File: src/rtl/mem_if_pkg.sv
// Shared definitions for the data-memory responder: FSM encoding, default
// latency and the widths used by the address check and latency counter.
package mem_if_pkg;

    localparam int DEFAULT_LATENCY = 2;
    localparam int CNT_W           = 4;   // holds LATENCY-1 for LATENCY up to 15
    localparam int ADDR_W          = 32;
    localparam int ALIGN_BITS      = 2;   // word alignment of byte addresses

    typedef enum logic [1:0] {
        ST_IDLE = 2'd0,
        ST_WAIT = 2'd1,
        ST_RESP = 2'd2
    } state_e;

endpackage

File: src/rtl/byte_en_ram.sv
// Word-organised RAM with per-byte-lane write enables and a registered read.
// Each lane is its own array so every lane maps onto a plain inferred RAM.
module byte_en_ram #(
    parameter int DEPTH_WORDS = 64,
    parameter int IDX_W       = $clog2(DEPTH_WORDS)
) (
    input  logic             clk,
    input  logic             wr_en,
    input  logic             rd_en,
    input  logic [IDX_W-1:0] addr,
    input  logic [31:0]      wdata,
    input  logic [3:0]       be,
    output logic [31:0]      rdata
);

    for (genvar gi = 0; gi < 4; gi++) begin : g_lane
        logic [7:0] mem_lane [DEPTH_WORDS];
        logic [7:0] rdata_lane_q;

        always_ff @(posedge clk) begin
            if (wr_en && be[gi]) begin
                mem_lane[addr] <= wdata[gi*8 +: 8];
            end
            if (rd_en) begin
                rdata_lane_q <= mem_lane[addr];
            end
        end

        assign rdata[gi*8 +: 8] = rdata_lane_q;
    end

endmodule

File: src/rtl/data_mem_responder.sv
// Latency-programmable data-memory responder for a simple core: accepts one
// load/store, waits LATENCY edges, then holds the response until consumed.
module data_mem_responder
    import mem_if_pkg::*;
#(
    parameter int DEPTH_WORDS = 64,
    parameter int LATENCY     = DEFAULT_LATENCY
) (
    input  logic              clk,
    input  logic              reset,
    input  logic              req_valid,
    output logic              req_ready,
    input  logic              req_we,
    input  logic [ADDR_W-1:0] req_addr,
    input  logic [31:0]       req_wdata,
    input  logic [3:0]        req_be,
    output logic              rsp_valid,
    input  logic              rsp_ready,
    output logic [31:0]       rsp_rdata,
    output logic              rsp_err
);

    localparam int IDX_W = $clog2(DEPTH_WORDS);

    state_e            state_q, state_d;
    logic [CNT_W-1:0]  cnt_q, cnt_d;
    logic              we_q;
    logic [ADDR_W-1:0] addr_q;
    logic [31:0]       wdata_q;
    logic [3:0]        be_q;
    logic              rsp_err_q;
    logic              rsp_load_q;
    logic [31:0]       ram_rdata;

    logic accept;
    logic access;
    logic addr_err;

    assign accept   = (state_q == ST_IDLE) && req_valid;
    assign access   = (state_q == ST_WAIT) && (cnt_q == '0);
    assign addr_err = (addr_q[ALIGN_BITS-1:0] != '0) ||
                      (addr_q[ADDR_W-1:IDX_W+ALIGN_BITS] != '0);

    always_comb begin
        state_d   = state_q;
        cnt_d     = cnt_q;
        req_ready = 1'b0;
        rsp_valid = 1'b0;
        unique case (state_q)
            ST_IDLE: begin
                req_ready = 1'b1;
                if (req_valid) begin
                    state_d = ST_WAIT;
                    cnt_d   = CNT_W'(LATENCY - 1);
                end
            end
            ST_WAIT: begin
                if (cnt_q != '0) begin
                    cnt_d = cnt_q - 1'b1;
                end else begin
                    state_d = ST_RESP;
                end
            end
            ST_RESP: begin
                rsp_valid = 1'b1;
                if (rsp_ready) begin
                    state_d = ST_IDLE;
                end
            end
            default: state_d = ST_IDLE;
        endcase
    end

    always_ff @(posedge clk or negedge reset) begin
        if (!reset) begin
            state_q    <= ST_IDLE;
            cnt_q      <= '0;
            we_q       <= 1'b0;
            addr_q     <= '0;
            wdata_q    <= '0;
            be_q       <= '0;
            rsp_err_q  <= 1'b0;
            rsp_load_q <= 1'b0;
        end else begin
            state_q <= state_d;
            cnt_q   <= cnt_d;
            if (accept) begin
                we_q    <= req_we;
                addr_q  <= req_addr;
                wdata_q <= req_wdata;
                be_q    <= req_be;
            end
            if (access) begin
                rsp_err_q  <= addr_err;
                rsp_load_q <= !we_q && !addr_err;
            end
        end
    end

    // The RAM read register only updates on a load access, so gating it with
    // rsp_load_q yields a stable, reset-clean response word.
    assign rsp_rdata = rsp_load_q ? ram_rdata : 32'h0;
    assign rsp_err   = rsp_err_q;

    byte_en_ram #(
        .DEPTH_WORDS(DEPTH_WORDS),
        .IDX_W      (IDX_W)
    ) u_ram (
        .clk  (clk),
        .wr_en(access && we_q && !addr_err),
        .rd_en(access && !we_q && !addr_err),
        .addr (addr_q[IDX_W+ALIGN_BITS-1:ALIGN_BITS]),
        .wdata(wdata_q),
        .be   (be_q),
        .rdata(ram_rdata)
    );

endmodule
File: config.mk
export PLATFORM = sky130hd
export DESIGN_NAME = data_mem_responder
export DESIGN_NICKNAME = d
export VERILOG_FILES = /design/src/rtl/mem_if_pkg.sv /design/src/rtl/byte_en_ram.sv /design/src/rtl/data_mem_responder.sv
export SDC_FILE = /design/constraint.sdc
export NUM_CORES = 2
export LEC_CHECK = 0
export CAP_MARGIN = 30
export CORE_ASPECT_RATIO = 0.5
export CORE_MARGIN = 2
export CORE_UTILIZATION = 35
export CTS_CLUSTER_SIZE = 16
export DETAILED_ROUTE_END_ITERATION = 8
export SLEW_MARGIN = 20
export SYNTH_ARGS = -nofsm -noshare
export SYNTH_HDL_FRONTEND = slang
export SYNTH_HIERARCHICAL = 1
export SYNTH_SLANG_ARGS = --single-unit
File: constraint.sdc
create_clock -name clk -period 6 [get_ports clk]
set_input_delay 1.2 -clock clk [delete_from_list [all_inputs] [get_ports clk]]
set_output_delay 1.2 -clock clk [all_outputs]
set_load 0.01 [all_outputs]
==> summary.txt <==
Status = finished, final reports clean
1st-pass router iterations = 6
Worst min path class = primary input to asynchronous set/reset pin
CP Cell Sequence = inv_1 > ha_1 > or3b_4 > or3_1 > nor3_2 > and2_1 > and2_1 > nand2_1 > nor2_1
Post-synth net total = 4,955
Crit start category = flop
Ratio of cells with drive above 1 in the final layout = 11.8%
XOR/XNOR share of the synthesized area = 0.0211%
CTS max path bufs = 3
Area grow syn2layout = 13.4%
Tmin final = 4.75 ns
Met3 Routed Length = 30,200 µm
Achievable frequency = 0.210 GHz
Max-Cap Viols = 0
Top cell type's share of synthesized area = 75.1%
Cell area after layout = 94,300 µm²
Htree depth = 4
Largest family of logic cells by synthesized area = compound AO/OA/AOI/OAI gates
Grt ovf = 0
Delay-heaviest family, CP = simple AND/OR/NAND/NOR gates
Die width = 693 µm
Kind of end point of the critical path = flop
Max stage delay on crit path = 0.82 ns
Max-slew violations = 0
Mux cell area share after synthesis = 6.56%
Pleak = 29.6 nW
Clk_lat worst skew = 0.84 ns
Cts repair resizes = 0
Type of the worst setup path = flop to flop
Slew @ Worst Pin = 1.10 ns
Buf/Inv on CP = 1
Max VDD drop = 573 µV
Placed cell area = 87,600 µm²
Fin Setup TNS = 0 ns
Initial antenna violation count = 18
Slew Limit Headroom = 26.5%
Pre-CTS WS = 1.39 ns
Worst path most repeated cell = and2_1
Area contributors post-synth = edfxtp_1 (75%), a221oi_1 (3.8%), mux2i_1 (3.2%), dfrtp_1 (2.3%), nor2_1 (2.0%)
Post-DR wirelength/cell = 30.9 µm
Setup Skew = 0.0320 ns
Global-route wire length before repair = 355,000 µm
Critical path required time = 6.45 ns
Top Layer Used = met5
Ys async rst share = 3.57%
Worst-path clk slew = 0.06 ns
Adder-cell share of the synthesized area = 0.0301%
CORE AREA = 236,000 µm²
Routed via count = 48,904
DRC errors left = 0
Routed WL = 255,000 µm
Final net count = 5,000
IO Port Bufs = 107
Pwr dens = 512 nW/µm²
Synth unique cells = 67
CTS buffer count = 199
WL met1 = 98,400 µm
Complex-gate fraction of the synthesized area = 10.0%
Metal2 WL = 116,000 µm
CP max-delay cell = nor2_1
Post-synth EDFFs = 2,080
DR iter-0 viols = 7,632
Final setup vio count = 0
Period utilization = 79.2%
GP Congestion = 0.895
Worst EP arrival = 5.21 ns
Clock root cell = clkbuf_16
CP Launch Point = cnt_q[0]
Synth Area in Simple Gates = 3.83%
Pin count of the biggest net entering global routing = 122
HPWL Detailed = 154,000 µm
Final Hold Vio Count = 0
CTS tree = yes
Syn Area/Cell = 17.0 µm²
Postcts setup bufs = 0
Core Rows = 126
Clock tree sinks = 2,157
Synth warnings = 6
Cell count after synthesis = 4,880
Biggest area consumer among synthesized cells = edfxtp_1
Total power = 48.2 mW
CP Max Fanout = 8
Top cells by count, synth = edfxtp_1 (2,080), nor2_1 (439), a221oi_1 (358), mux2i_1 (267), clkbuf_1 (169)
Setup WS post-layout = 1.25 ns
Most common cell in the netlist = edfxtp_1
Initial Util = 35.2%
Post-Syn Area = 83,100 µm²
CTS Hold Buffers Added = 0
Number of global-route vias before repair = 47,823
Most used DFF post-synth = edfxtp_1
Total Routing Usage GR = 20.5%
RSZ-0062 raised after global routing = false
R2R Path Start = cnt_q[0]
Die ar. = 242,000 µm²
Avg Vias per Cell = 5.94
Sequential area share after synthesis = 77.4%
Detail Route Antenna Nets = 0
I/O pin total = 108
Seq cells post-synth = 2,157
Die height = 349 µm
Count of filler cells inserted in the layout = 20,826
-- cell type report --
cell class	count	area, µm²	share of cell area (%)
Tap cell	3136	3920	4.16
Multi-Input combinational cell	2350	17200	18.2
Sequential cell	2157	64500	68.4
Clock buffer	241	5250	5.57
Inverter	8	40.0	0.0425
Timing Repair Buffer	209	2090	2.22
Antenna cell	6	15.0	0.0159
Clock inverter	129	1260	1.34
-- where the power goes --
group | leakage, nW | switching [mW] | total, mW | internal [mW]
combinational | 6.81 | 10.0 | 14.3 | 4.26
sequential | 19.6 | 2.16 | 21.3 | 19.1
clock | 3.17 | 5.48 | 12.7 | 7.22
total | 29.6 | 17.7 | 48.2 | 30.6
-- flip-flops by register name (all words and copies together), names as in the netlist --
name / cells
we_q: 1
addr_q: 32
wdata_q: 32
state_q: 2
be_q: 4
rsp_load_q: 1
u_ram/g_lane.rdata_lane_q: 32
cnt_q: 4
u_ram/g_lane.mem_lane: 2048
rsp_err: 1
-- layout by cell type, fill, tap and decap left out, drive strengths merged, types with 6 or more instances in the layout --
cell	Yosys	layout
a221oi	359	359
nand2	124	124
o22a	13	13
o21a	13	13
bufinv	0	23
clkdlybuf4s50	0	106
a221o	16	16
clkinv	0	87
o221ai	8	8
o31ai	15	15
clkinvlp	0	10
a211oi	42	42
mux4	44	44
mux2i	267	267
nor3	12	12
inv	8	17
and2	44	44
edfxtp	2080	2080
nor4	9	9
nor2b	8	8
diode	0	6
a222oi	12	12
nand4	30	30
o21ai	175	175
a21oi	97	97
dfrtp	77	77
o22ai	154	154
a311oi	15	15
a22oi	128	128
mux2	159	159
nor2	441	441
clkbuf	169	241
nand3	16	16
buf	196	103
a22o	60	60
or3	28	28
a31oi	27	27
-- metal layers --
| layer | track usage, % | vias up |
|---|---|---|
| li1 | - | 19938 |
| met1 | 27.8 | 25026 |
| met2 | 32.0 | 3431 |
| met3 | 4.71 | 499 |
| met4 | 8.11 | 10 |
| met5 | 0 | - |
-- worst paths after layout --
kind | endpoint | slack, ns | cells past startpoint
worst max-delay path | u_ram/g_lane[2].mem_lane[28][1] | 1.25 | 9
worst min-delay path | wdata_q[25] | 0.28 | 1
worst max register to register | u_ram/g_lane[2].mem_lane[28][1] | 1.25 | 9
worst min register to register | u_ram/g_lane[3].mem_lane[60][5] | 0.48 | 0
max in group asynchronous | wdata_q[12] | 4.51 | 2
min in group clk | u_ram/g_lane[3].mem_lane[60][5] | 0.48 | 0
-- stage by stage --
step | hold WS, ns | util [%] | instances
2_1_floorplan | 0.449 | - | 4880
3_3_place_gp | 0.467 | 37.1 | 7850
3_5_place_dp | 0.465 | 37.1 | 7856
4_1_cts | 0.254 | 39.9 | 8226
5_1_grt | 0.294 | 39.9 | 8230
6_report | 0.281 | 39.9 | 8236
-- cell families (layout without fill, tap and decap cells) --
logic type	Yosys count	after routing
other cells	0	6
buf+inv	373	587
mux	470	470
xor+xnor	2	2
fa+ha+maj	2	2
compound gates	1144	1144
flops	2157	2157
simple gates	732	732
(Power assumes the default switching activity.)
